<file path="src/rtl/tri_shade_pkg.sv">
// Shared types and constants for the triangle shading sequencer and its scaler.
package tri_shade_pkg;

    localparam int unsigned NWORDS = 10;
    localparam int unsigned WCNT_W = 4;
    localparam int unsigned TMR_W  = 8;

    localparam logic [WCNT_W-1:0] IDX_AX  = 4'd0;
    localparam logic [WCNT_W-1:0] IDX_AY  = 4'd1;
    localparam logic [WCNT_W-1:0] IDX_AZ  = 4'd2;
    localparam logic [WCNT_W-1:0] IDX_BX  = 4'd3;
    localparam logic [WCNT_W-1:0] IDX_BY  = 4'd4;
    localparam logic [WCNT_W-1:0] IDX_BZ  = 4'd5;
    localparam logic [WCNT_W-1:0] IDX_CX  = 4'd6;
    localparam logic [WCNT_W-1:0] IDX_CY  = 4'd7;
    localparam logic [WCNT_W-1:0] IDX_CZ  = 4'd8;
    localparam logic [WCNT_W-1:0] IDX_COL = WCNT_W'(NWORDS - 1);

    // RGB565 field positions
    localparam int unsigned R_LSB = 11;
    localparam int unsigned R_W   = 5;
    localparam int unsigned G_LSB = 5;
    localparam int unsigned G_W   = 6;
    localparam int unsigned B_LSB = 0;
    localparam int unsigned B_W   = 5;

    typedef enum logic [1:0] {
        LOAD = 2'd0,
        WAIT = 2'd1,
        EMIT = 2'd2
    } state_e;

endpackage

</file>
<file path="src/rtl/shade_scale.sv">
// Combinational RGB565 x shade scaler: each channel is (c * s) >> SHADE_W, truncated.
module shade_scale
    import tri_shade_pkg::*;
#(
    parameter int unsigned SHADE_W = 6
) (
    input  logic [15:0]        color,
    input  logic [SHADE_W-1:0] shade,
    output logic [15:0]        scaled_c
);

    localparam int unsigned RP_W = R_W + SHADE_W;
    localparam int unsigned GP_W = G_W + SHADE_W;
    localparam int unsigned BP_W = B_W + SHADE_W;

    logic [RP_W-1:0] rp;
    logic [GP_W-1:0] gp;
    logic [BP_W-1:0] bp;

    assign rp = RP_W'(color[R_LSB +: R_W]) * RP_W'(shade);
    assign gp = GP_W'(color[G_LSB +: G_W]) * GP_W'(shade);
    assign bp = BP_W'(color[B_LSB +: B_W]) * BP_W'(shade);

    always_comb begin
        scaled_c                = '0;
        scaled_c[R_LSB +: R_W]  = R_W'(rp >> SHADE_W);
        scaled_c[G_LSB +: G_W]  = G_W'(gp >> SHADE_W);
        scaled_c[B_LSB +: B_W]  = B_W'(bp >> SHADE_W);
    end

endmodule

</file>
<file path="src/rtl/tri_shade_seq.sv">
// Collects one triangle from a word stream, drives the lighting block, waits
// the settle window, then emits the base colour scaled by the returned shade.
module tri_shade_seq
    import tri_shade_pkg::*;
#(
    parameter int unsigned WII     = 8,
    parameter int unsigned WIF     = 8,
    parameter int unsigned SETTLE  = 4,
    parameter int unsigned SHADE_W = 6
) (
    input  logic                 clk,
    input  logic                 rst,
    input  logic [15:0]          s_data,
    input  logic                 s_valid,
    input  logic                 s_last,
    output logic                 s_ready,
    output logic [WII+WIF-1:0]   ax,
    output logic [WII+WIF-1:0]   ay,
    output logic [WII+WIF-1:0]   az,
    output logic [WII+WIF-1:0]   bx,
    output logic [WII+WIF-1:0]   by,
    output logic [WII+WIF-1:0]   bz,
    output logic [WII+WIF-1:0]   cx,
    output logic [WII+WIF-1:0]   cy,
    output logic [WII+WIF-1:0]   cz,
    input  logic [SHADE_W-1:0]   shade_in,
    output logic [15:0]          m_color,
    output logic [SHADE_W-1:0]   m_shade,
    output logic                 m_valid,
    input  logic                 m_ready,
    output logic                 err,
    output logic [15:0]          tri_cnt
);

    localparam int unsigned CW = WII + WIF;

    state_e             state, state_nxt;
    logic [WCNT_W-1:0]  wcnt, wcnt_nxt;
    logic [TMR_W-1:0]   timer, timer_nxt;
    logic               s_ready_q, m_valid_q;
    logic               word_we, err_set, capture, cnt_inc;
    logic [15:0]        col;
    logic [15:0]        scaled_c;

    // s_ready is forced low combinationally while rst is held
    assign s_ready = s_ready_q & ~rst;
    assign m_valid = m_valid_q;

    shade_scale #(.SHADE_W(SHADE_W)) u_scale (
        .color    (col),
        .shade    (shade_in),
        .scaled_c (scaled_c)
    );

    always_ff @(posedge clk) begin
        if (rst) begin
            state     <= LOAD;
            wcnt      <= '0;
            timer     <= '0;
            s_ready_q <= 1'b1;
            m_valid_q <= 1'b0;
        end else begin
            state     <= state_nxt;
            wcnt      <= wcnt_nxt;
            timer     <= timer_nxt;
            s_ready_q <= (state_nxt == LOAD);
            m_valid_q <= (state_nxt == EMIT);
        end
    end

    always_comb begin
        state_nxt = state;
        wcnt_nxt  = wcnt;
        timer_nxt = timer;
        word_we   = 1'b0;
        err_set   = 1'b0;
        capture   = 1'b0;
        cnt_inc   = 1'b0;
        unique case (state)
            LOAD: begin
                if (s_valid && s_ready_q) begin
                    // s_last must mark exactly the colour word
                    if (s_last != (wcnt == IDX_COL)) begin
                        err_set  = 1'b1;
                        wcnt_nxt = '0;
                    end else if (wcnt == IDX_COL) begin
                        word_we   = 1'b1;
                        wcnt_nxt  = '0;
                        timer_nxt = TMR_W'(SETTLE - 1);
                        state_nxt = WAIT;
                    end else begin
                        word_we  = 1'b1;
                        wcnt_nxt = wcnt + WCNT_W'(1);
                    end
                end
            end
            WAIT: begin
                if (timer != '0) begin
                    timer_nxt = timer - TMR_W'(1);
                end else begin
                    capture   = 1'b1;
                    state_nxt = EMIT;
                end
            end
            EMIT: begin
                if (m_ready) begin
                    cnt_inc   = 1'b1;
                    state_nxt = LOAD;
                end
            end
            default: state_nxt = LOAD;
        endcase
    end

    // Datapath registers: vertex/colour capture, shaded result, status
    always_ff @(posedge clk) begin
        if (rst) begin
            ax      <= '0;
            ay      <= '0;
            az      <= '0;
            bx      <= '0;
            by      <= '0;
            bz      <= '0;
            cx      <= '0;
            cy      <= '0;
            cz      <= '0;
            col     <= '0;
            m_color <= '0;
            m_shade <= '0;
            err     <= 1'b0;
            tri_cnt <= '0;
        end else begin
            if (err_set) begin
                err <= 1'b1;
            end
            if (word_we) begin
                case (wcnt)
                    IDX_AX:  ax  <= CW'(s_data);
                    IDX_AY:  ay  <= CW'(s_data);
                    IDX_AZ:  az  <= CW'(s_data);
                    IDX_BX:  bx  <= CW'(s_data);
                    IDX_BY:  by  <= CW'(s_data);
                    IDX_BZ:  bz  <= CW'(s_data);
                    IDX_CX:  cx  <= CW'(s_data);
                    IDX_CY:  cy  <= CW'(s_data);
                    IDX_CZ:  cz  <= CW'(s_data);
                    IDX_COL: col <= s_data;
                    default: ;
                endcase
            end
            if (capture) begin
                m_shade <= shade_in;
                m_color <= scaled_c;
            end
            if (cnt_inc) begin
                tri_cnt <= tri_cnt + 16'd1;
            end
        end
    end

endmodule
</file>
<file path="config.mk">
export PLATFORM = sky130hd
export DESIGN_NAME = tri_shade_seq
export DESIGN_NICKNAME = d
export VERILOG_FILES = /design/src/rtl/tri_shade_pkg.sv /design/src/rtl/shade_scale.sv /design/src/rtl/tri_shade_seq.sv
export SDC_FILE = /design/constraint.sdc
export NUM_CORES = 1
export LEC_CHECK = 0
export ABC_AREA = 1
export ABC_CLOCK_PERIOD_IN_PS = 8100
export CORE_MARGIN = 2
export CORE_UTILIZATION = 45
export CTS_CLUSTER_SIZE = 10
export DETAILED_ROUTE_END_ITERATION = 10
export PLACE_DENSITY = 0.71
export SYNTH_ARGS = -nofsm -noshare
export SYNTH_HDL_FRONTEND = slang
export SYNTH_SLANG_ARGS = --single-unit
</file>
<file path="constraint.sdc">
create_clock -name clk -period 8.1 [get_ports clk]
set_input_delay 1.62 -clock clk [delete_from_list [all_inputs] [get_ports clk]]
set_output_delay 1.62 -clock clk [all_outputs]
set_load 0.05 [all_outputs]
</file>
* Word level (Yosys, flattened, before mapping)
Cells that the tools add are included.
Storage, ports and cells: output and inout bits 185, register bits 215, word-level logic and storage cells 85, memory bits (writable) 0, input port bits 27, bits in read-only memories 0, bits in latches 0, memories kept 0
Operators by class: multiplexer cells 23, $lt $le $gt $ge 0, bitwise logic cells 2, div/mod/pow operators 0, multiply operators 3, shift operators 0, add/sub/neg operators 3, reductions and logical operators 18, equality and inequality tests 17
Operator list (count):
- two-way mux 8 bit | 4
- multiplier 5 x 6 -> 11 bit | 2
- AND reduction 2 bit | 11
- adder 16 x 1 -> 16 bit, second input constant | 1
- == test 4 x 3 -> 1 bit, second input constant | 4
- one-hot mux 8 bit (2 select lines) | 1
- multiplier 6 x 6 -> 12 bit | 1
- two-way mux 1 bit | 10
- two-way mux 2 bit | 5
- == test 4 x 2 -> 1 bit, second input constant | 2
- == test 4 bit, second input constant | 2
- two-way mux 4 bit | 2
- inequality test 2 bit, second input constant | 4
- nonzero test 8 bit | 1
- subtractor 8 x 1 -> 8 bit, second input constant | 1
- one-hot mux 2 bit (3 select lines) | 1
- AND reduction 5 bit | 1
- adder 4 x 1 -> 4 bit, second input constant | 1
- == test 2 bit, second input constant | 2
- == test 4 x 1 -> 1 bit, second input constant | 1
- logical NOT 2 bit | 2
- logical NOT 4 bit | 1
- == test 2 x 1 -> 1 bit, second input constant | 1
- nonzero test 2 bit | 1
- other kinds (4) | 4

* Longest topological paths before layout
Gate-level depths: netlist of run 1.
depth in word-level cells 6, mapped depth 21, gate-level depth less buffers 19

* Hierarchy
From an unflattened synthesis of run 1, not the netlist that was laid out.
Unflattened totals: cell total of the unflattened synthesis 1505, area total of the unflattened synthesis 11263.3 µm²
By module, submodules not included:
- tri_shade_seq | seq. area each 4304.1 µm², cells an instance 1081, area an instance 8493.1 µm², times used 1
- shade_scale | seq. area each 0.0 µm², cells an instance 424, area an instance 2770.2 µm², times used 1

* Worst setup path after synthesis of run 1
No wires, ideal clock.
kind in2reg, from input shade_in[5], to register m_color[8], cell stages on the path 16, data arrival time 4.707 ns, path buffers 2, required time 7.985 ns, path slack 3.277 ns, setup time 0.115 ns, path through clkbuf_1 -> clkbuf_1 -> nand2_1 -> fa_1 -> inv_1 -> fa_1 -> fa_1 -> ha_1 -> nand2_1 -> inv_1 -> a21oi_1 -> nand2_1 -> nand2_1 -> nand2_1 -> o21ai_0 -> inv_1
Between the ends: cells in the longest elaborated chain, start to end 1
Ends and longest elaborated chain:
- start, declared | line tri_shade_seq.sv:26 | input logic [SHADE_W-1:0] shade_in,
- multiplier 6 x 6 -> 12 bit | line shade_scale.sv:21 | assign gp = GP_W'(color[G_LSB +: G_W]) * GP_W'(shade);
- end signal, assigned | line tri_shade_seq.sv:153 | m_color <= scaled_c;
- end, declared | line tri_shade_seq.sv:27 | output logic [15:0] m_color,
No other way between the ends. A chain may end at the register's enable or synchronous reset.

* Final worst setup path of run 1
from input shade_in[5], to register m_color[10]
Same word-level chain as after synthesis.

==> Flow_metrics.wiki, run 1 <==
{| class="wikitable"
! Metric !! Value
|-
| Number of buffers created by CTS || 26
|-
| Post-synthesis instance area || 11000 um^2
|-
| Final setup viols || 0
|-
| Global Route Usage Sum || 0.244
|-
| Number of global-route vias before repair || 9521
|-
| First-pass GRT wire length || 50600 um
|-
| Yosys warnings || 0
|-
| Worst-margin pin slew || 1.13 ns
|-
| Reg-to-reg setup timing slack || ~4.7 ns
|-
| Sink Count || 215
|-
| Global-route congestion overflow total || 0
|-
| Layout-stage area growth over the synthesis result || 26.6%
|-
| Sum of negative setup slack || 0 ns
|-
| Critical path capture point type || register
|-
| DR pass1 iterations || 7
|-
| Chip width || about 160 um
|-
| FFs w/ async S/R, synth || 0
|-
| Worst min-delay path class || register to register
|-
| Top_reg_cell synth || dfxtp_1
|-
| Proportion of layout cells with a drive suffix above 1 || 0.0352
|-
| WHS Path Cells || 2
|-
| Count of vias placed by the detailed router || 10103
|-
| Worst Skew || 0.0244 ns
|-
| Synth cell types || 39
|-
| Effective utilization at floorplan || 0.455
|-
| Die height || between 150 and 200 um
|-
| Largest net degree at the start of global routing || 90
|-
| Sequential element share of the synthesized area || 0.392
|-
| Hold-critical path endpoint || cz[14]$_SDFFE_PP0P_
|-
| Number of gates resized after cts || 0
|-
| Syn Inst Count || ~1500
|-
| H-tree depth || 1
|-
| # Max-Cap Violations || 0
|-
| Final wirelength || 31900 um
|-
| Max VDD drop || 0.145 mV
|-
| Site Rows || 57
|-
| Total nets after synthesis || 1624
|-
| Reported leakage power || around 0.0059 uW
|-
| Largest fanout of any net on the critical path || 17
|-
| Clock transition at path regs || approximately 0.050 ns
|-
| Reg-to-Reg End || m_color[10]$_SDFFE_PP0P_
|-
| Number of setup buffers added after CTS || 0
|-
| Worst setup path startpoint || shade_in[5]
|-
| CTS tree || done
|-
| Buffer cell driving the clock tree root || clkbuf_16
|-
| Critical path arrival || 5.47 ns
|-
| Cell Pwr Density || 165 nW/um^2
|-
| Area of placed instances || 13100 um^2
|-
| Unrepaired setup endpoints after global routing || no
|-
| Number of hold buffers added after CTS || 0
|-
| Upper clock frequency limit || between 0.15 and 0.2 GHz
|-
| Crit path time final || about 5.1 ns
|-
| Placer Congestion || 0.859
|-
| Top-Level Pins || 212
|-
| Final layout net count || 1788
|-
| DRC || 0
|-
| Sort of element at the start of the critical path || primary input
|-
| Placeable core area || 24100 um^2
|-
| R2r worst-path depth || 13
|-
| EDFF count, synth || 0
|-
| Final routed wire length divided by cell count || 15.9 um
|-
| Startpoint of the worst register-to-register path || col[7]$_SDFFE_PP0P_
|-
| Synthesized area per cell || 7.28 um^2
|-
| Smallest hold slack || 0.462 ns
|-
| Post-DR vias/cell || between 5 and 6
|-
| Number of storage elements in the synthesis netlist || 215
|-
| Cell Count, Final, Fillers Out || 2002
|-
| Initial DRC count || ~940
|-
| Clock insertion delay at the later pin of the skew report || 0.55 ns
|-
| Clock tree buffer depth || 3
|-
| Number of port buffers || 211
|-
| Count of pins over their slew limit || 0
|-
| Kind of critical path || primary input to register
|-
| Data required time of the worst path || about 8.5 ns
|-
| Placed cell count || 1966
|-
| Total count of hold-check failures in the final report || 0
|-
| Number of nets with antenna violations after routing || 0
|-
| HP Start || cz[14]$_SDFFE_PP0P_
|-
| Die Outline Area || 25600 um^2
|-
| Worst slew margin || 0.241
|-
| Post-Layout Inst Area || 13900 um^2
|-
| Antenna violations before repair || 2
|-
| Detailed placer's ending HPWL || 21300 um
|-
| Run status || completed
|-
| Final period utilization || 0.624
|}
[layout by cell type, fill, tap and decap left out, types with 2 or more instances in the layout]
cell type / netlist / layout
clkbuf_1: 40 / 4
inv_4: 4 / 4
nand3_1: 82 / 82
clkbuf_16: 0 / 26
xor2_1: 3 / 3
nand2_2: 5 / 5
clkdlybuf4s50_1: 0 / 210
diode_2: 0 / 2
ha_1: 53 / 53
a31oi_1: 3 / 3
o211ai_1: 3 / 3
o21bai_1: 4 / 4
a21oi_1: 184 / 184
nand2_1: 419 / 419
o21ai_0: 69 / 69
nand4_1: 7 / 7
inv_2: 3 / 3
buf_4: 7 / 7
bufinv_16: 0 / 2
o21a_1: 3 / 3
nand2_4: 5 / 5
fa_1: 38 / 38
nor2_1: 121 / 121
dfxtp_1: 215 / 215
inv_1: 182 / 182
nor3_1: 8 / 8
clkinv_1: 2 / 2
[where the power goes]
group	total [uW]	internal, uW	leakage (uW)	switching [uW]
sequential	1070	1070	0.00173	4.39
combinational	134	33.1	0.00378	101
clock	1090	640	0.000369	446
total	2290	1740	0.00588	552
[registers in the layout, indices dropped and copies added (netlist names)]
register / flops
m_color: 16
m_valid: 1
az: 16
cz: 16
m_shade: 6
by: 16
col: 16
bx: 16
timer: 8
wcnt: 4
s_ready_q: 1
err: 1
cy: 16
cx: 16
ay: 16
ax: 16
state: 2
bz: 16
tri_cnt: 16
[cell type report]
| class | count | area (um^2) |
|---|---|---|
| sequential | 215 | 4300 |
| tap | 324 | 405 |
| clock inverter | 4 | 95.1 |
| fill | 2274 | 10200 |
| timing repair buffer | 217 | 2150 |
| inverter | 191 | 727 |
| clock buffer | 30 | 666 |
| multi-input combinational | 1019 | 5530 |
| antenna | 2 | 5.00 |
[worst max-delay path: stages]
cell and delay [ns]:
clkdlybuf4s50_1 0.92, nand2_1 0.17, fa_1 0.57, inv_1 0.05, fa_1 0.50, fa_1 0.43, ha_1 0.35, inv_1 0.09
o21ai_0 0.28, a31oi_1 0.16, nand3_1 0.11, nand2_1 0.05, nor2_1 0.11, nor2_1 0.04
[worst max-delay path by stage]
stage	to	slack, ns
5_1_grt	m_color[12]$_SDFFE_PP0P_	2.80
3_5_place_dp	m_color[10]$_SDFFE_PP0P_	2.55
6_report	m_color[10]$_SDFFE_PP0P_	3.04
3_3_place_gp	m_color[10]$_SDFFE_PP0P_	2.64
2_1_floorplan	m_color[8]$_SDFFE_PP0P_	3.28
4_1_cts	m_color[10]$_SDFFE_PP0P_	3.09
[cells in the mapped netlist, types with 4 or more instances]
cell / instances / area (um^2)
a21oi_1: 184 / 921
buf_1: 16 / 60.1
buf_2: 10 / 50.1
buf_4: 7 / 52.6
buf_6: 7 / 78.8
clkbuf_1: 40 / 150
dfxtp_1: 215 / 4300
fa_1: 38 / 761
ha_1: 53 / 663
inv_1: 182 / 683
inv_4: 4 / 25.0
nand2_1: 419 / 1570
nand2_2: 5 / 31.3
nand2_4: 5 / 56.3
nand3_1: 82 / 410
nand4_1: 7 / 43.8
nor2_1: 121 / 454
nor3_1: 8 / 40.0
o21ai_0: 69 / 345
o21bai_1: 4 / 30.0
[routing by layer]
metal	up-vias	track usage	wire (um)
met5	-	0	0
met2	361	0.409	14500
li1	5059	-	-
met3	53	0.0784	3010
met1	4630	0.303	13500
met4	0	0.0684	888
[through the flow]
stage / total power [uW] / setup WS (ns) / util
after global placement: 1220 / 2.64 / 0.544
after detailed placement: 1220 / 2.55 / 0.544
after global routing: 2360 / 2.80 / 0.576
final: 2290 / 3.04 / 0.576
after CTS: 2300 / 3.09 / 0.576
after floorplan: 1180 / 3.28 / -
[logic make-up (layout without fill, tap and decap cells)]
kind of cell / Yosys count / in the layout / share of synthesized area
simple gates: 654 / 654 / 0.243
other cells: 0 / 2 / 0
flops: 215 / 215 / 0.392
compound gates: 270 / 270 / 0.128
xor+xnor: 4 / 4 / 0.00320
fa+ha+maj: 91 / 91 / 0.130
buf+inv: 272 / 442 / 0.103
No activity file was read; power rests on OpenSTA's default activity.
==> inputs of run 2 (changes only) <==
Settings changed: ABC_CLOCK_PERIOD_IN_PS 8100 to 4400, PLACE_DENSITY 0.71 to 0.74.
Clock period 8.1 ns to 4.4 ns, I/O delays scaled along.
==> run 2 against run 1 <==
  * Critical path depth rose by 4
  * Register-to-register slack got worse by 3.6 ns
  * Utilization rose by 0.29 points
  * Combinational power rose by 90%
  * Sequential power rose by 84%
  * First-iteration DRC count fell by 32%
  * Sequential share of layout area fell by 0.15 points
  * Clock power rose by 72%
  * Global-route usage barely moved
  * Largest cell class unchanged
==> Flow_metrics.wiki, run 2 (synthesis results as in run 1) <==
{| class="wikitable"
! Metric !! Value
|-
| Crit path time final || 3.85 ns
|-
| Antenna violations before repair || 1 (-1)
|-
| Count of pins over their slew limit || 0 (unchanged)
|-
| First-pass GRT wire length || 51200 um (+1.1%)
|-
| Worst min-delay path class || register to register
|-
| Met3 routed wirelength || 2800 um (-6.9%)
|-
| Site Rows || 57 (unchanged)
|-
| Smallest setup slack after layout || 0.552 ns (-2.49 ns)
|-
| Die height || 160 um (unchanged)
|-
| Number of buffers created by CTS || 26 (unchanged)
|-
| DRC || 0 (unchanged)
|-
| Final wirelength || 31700 um (-0.55%)
|-
| Area of placed instances || 13300 um^2 (+1.0%)
|-
| Reported leakage power || 0.00594 uW (+0.95%)
|-
| Data required time of the worst path || 4.83 ns (-3.68 ns)
|-
| Chip width || 160 um (unchanged)
|-
| Power, Total || 4090 uW (+79%)
|-
| Upper clock frequency limit || 0.260 GHz
|-
| Critical path arrival || 4.27 ns (-1.20 ns)
|-
| Largest net degree at the start of global routing || 65 (-28%)
|-
| Sum of negative setup slack || 0 ns (unchanged)
|-
| Number of setup buffers added after CTS || 0 (unchanged)
|-
| Cell Count, Final, Fillers Out || 2017 (+0.75%)
|-
| Proportion of layout cells with a drive suffix above 1 || 0.0437 (+0.00853)
|-
| Final period utilization || 0.875
|-
| Top Layer Used || met4
|-
| Clock insertion delay at the later pin of the skew report || 0.54 ns (about the same)
|-
| Post-DR vias/cell || 5.01 (-0.81%)
|-
| Buffer cell driving the clock tree root || clkbuf_16
|-
| Sink Count || 215 (unchanged)
|-
| Number of global-route vias before repair || 9959 (+4.6%)
|-
| Crit path largest cell delay || 0.54 ns (-0.38 ns)
|-
| Series of cell instances along the critical path || clkdlybuf4s50_1, buf_4, nand2_1, inv_1, fa_1, fa_1, inv_1, fa_1, inv_1, ha_1, nand2_1, a21oi_1, nor2_1, nand2_1, nand2_1, nand3_1, o211ai_1, inv_1
|-
| Initial DRC count || 644 (-32%)
|-
| # Max-Cap Violations || 0 (unchanged)
|-
| Critical path capture point type || register
|-
| Cell Pwr Density || 293 nW/um^2 (+78%)
|-
| Final layout net count || 1804 (+0.89%)
|-
| H-tree depth || 1 (unchanged)
|-
| Worst-margin pin slew || 0.916 ns (-0.219 ns)
|-
| Largest fanout of any net on the critical path || 9 (-8)
|-
| Unrepaired setup endpoints after global routing || no
|-
| Post-Layout Inst Area || 14000 um^2 (+0.50%)
|-
| Number of hold buffers added after CTS || 0 (unchanged)
|-
| Global-route congestion overflow total || 0 (unchanged)
|-
| Most used cells in the layout excluding fill and tap cells || nand2_1 (419), dfxtp_1 (215), clkdlybuf4s50_1 (210)
|-
| DR pass1 iterations || 7 (unchanged)
|-
| DRT met1 WL || 13400 um (-0.45%)
|-
| Kind of critical path || primary input to register
|-
| Number of gates resized after cts || 0 (unchanged)
|-
| Placer Congestion || 0.847 (-1.4%)
|-
| Global Route Usage Sum || 0.244 (+0.000298)
|-
| CTS tree || done
|-
| Effective utilization at floorplan || 0.455 (unchanged)
|-
| Number of port buffers || 211 (unchanged)
|-
| Max VDD drop || 0.251 mV (+73%)
|-
| Top-Level Pins || 212 (unchanged)
|-
| Clock tree buffer depth || 3 (unchanged)
|-
| Total count of hold-check failures in the final report || 0 (unchanged)
|-
| Placeable core area || 24100 um^2 (unchanged)
|-
| Final setup viols || 0 (unchanged)
|-
| Count of vias placed by the detailed router || 10096 (-0.069%)
|-
| Run status || completed
|-
| Placed cell count || 1982 (+0.81%)
|-
| Worst Path Buf+Inv || 6 (+3)
|-
| Die Outline Area || 25600 um^2 (unchanged)
|-
| Number of nets with antenna violations after routing || 0 (unchanged)
|-
| Sort of element at the start of the critical path || primary input
|-
| Layout-stage area growth over the synthesis result || 27.2%
|-
| Worst slew margin || 0.387 (+0.147)
|-
| Final routed wire length divided by cell count || 15.7 um (-1.3%)
|-
| Detailed placer's ending HPWL || 21900 um (+2.9%)
|-
| CP top delay family || adder cells
|-
| Library cell contributing the largest single delay on the critical path || fa_1
|-
| Worst Skew || 0.00996 ns (-0.0144 ns)
|-
| Leading cell type in the layout, fill and taps excluded || nand2_1
|-
| Clock transition at path regs || 0.06 ns (about the same)
|-
| Met2 wire length || 14700 um (+1.0%)
|-
| Place WS || 0.0147 ns (-2.54 ns)
|}
==> run 2: changes by cell type in the layout (fill, tap and decap cells not counted) <==
cell,delta
diode_2,-1
bufinv_16,-2
inv_6,+1
buf_12,+1
clkinv_8,+1
clkinv_16,-1
clkbuf_1,+1
buf_4,+15
==> run 2: area by class of cell <==
| cell class | count | area [um^2] |
|---|---|---|
| diodes | 1 | 2.50 |
| inverters | 191 | 727 |
| repair buffers | 233 | 2290 |
| clock inverters | 3 | 30.0 |
| well taps | 324 | 405 |
| multi-input cells | 1019 | 5530 |
| flip-flops and latches | 215 | 4300 |
| clock buffers | 31 | 669 |
| fillers | 2300 | 10200 |
==> run 2: path summary, 6_finish.rpt <==
kind,slack (ns),depth (start not counted),start,end
setup / recovery,0.55,18,shade_in[1],m_color[12]$_SDFFE_PP0P_
hold / removal,0.46,2,cx[8]$_SDFFE_PP0P_,cx[8]$_SDFFE_PP0P_
setup reg to reg,1.06,13,col[5]$_SDFFE_PP0P_,m_color[5]$_SDFFE_PP0P_
hold reg to reg,0.46,2,cx[8]$_SDFFE_PP0P_,cx[8]$_SDFFE_PP0P_
==> run 2: through the flow <==
step / utilization / hold slack [ns]
after floorplan: - / 0.459
after global placement: 0.550 / 0.448
after detailed placement: 0.550 / 0.452
after CTS: 0.579 / 0.460
after global routing: 0.579 / 0.482
final: 0.579 / 0.456
==> run 2: per-layer routing <==
layer	vias up	GRT usage
li1	5091	-
met1	4651	0.300
met2	299	0.412
met3	55	0.0764
met4	0	0.0749
met5	-	0
==> run 2: worst reg2reg max path, cell delays in order (launching register included) <==
cell and delay [ns]:
dfxtp_1 0.46, nand2_1 0.12, fa_1 0.53, fa_1 0.56, inv_1 0.06, fa_1 0.47
ha_1 0.34, nand2_1 0.08, inv_1 0.04, nand4_1 0.08, nand2_1 0.11, xor2_1 0.17
o21ai_0 0.18, inv_1 0.06
==> run 2: power by group <==
part / leakage [uW] / internal [uW] / total (uW) / switching, uW
logic: 0.00386 / 70.0 / 254 / 184
clock network: 0.000342 / 1060 / 1870 / 807
registers: 0.00173 / 1960 / 1970 / 7.82
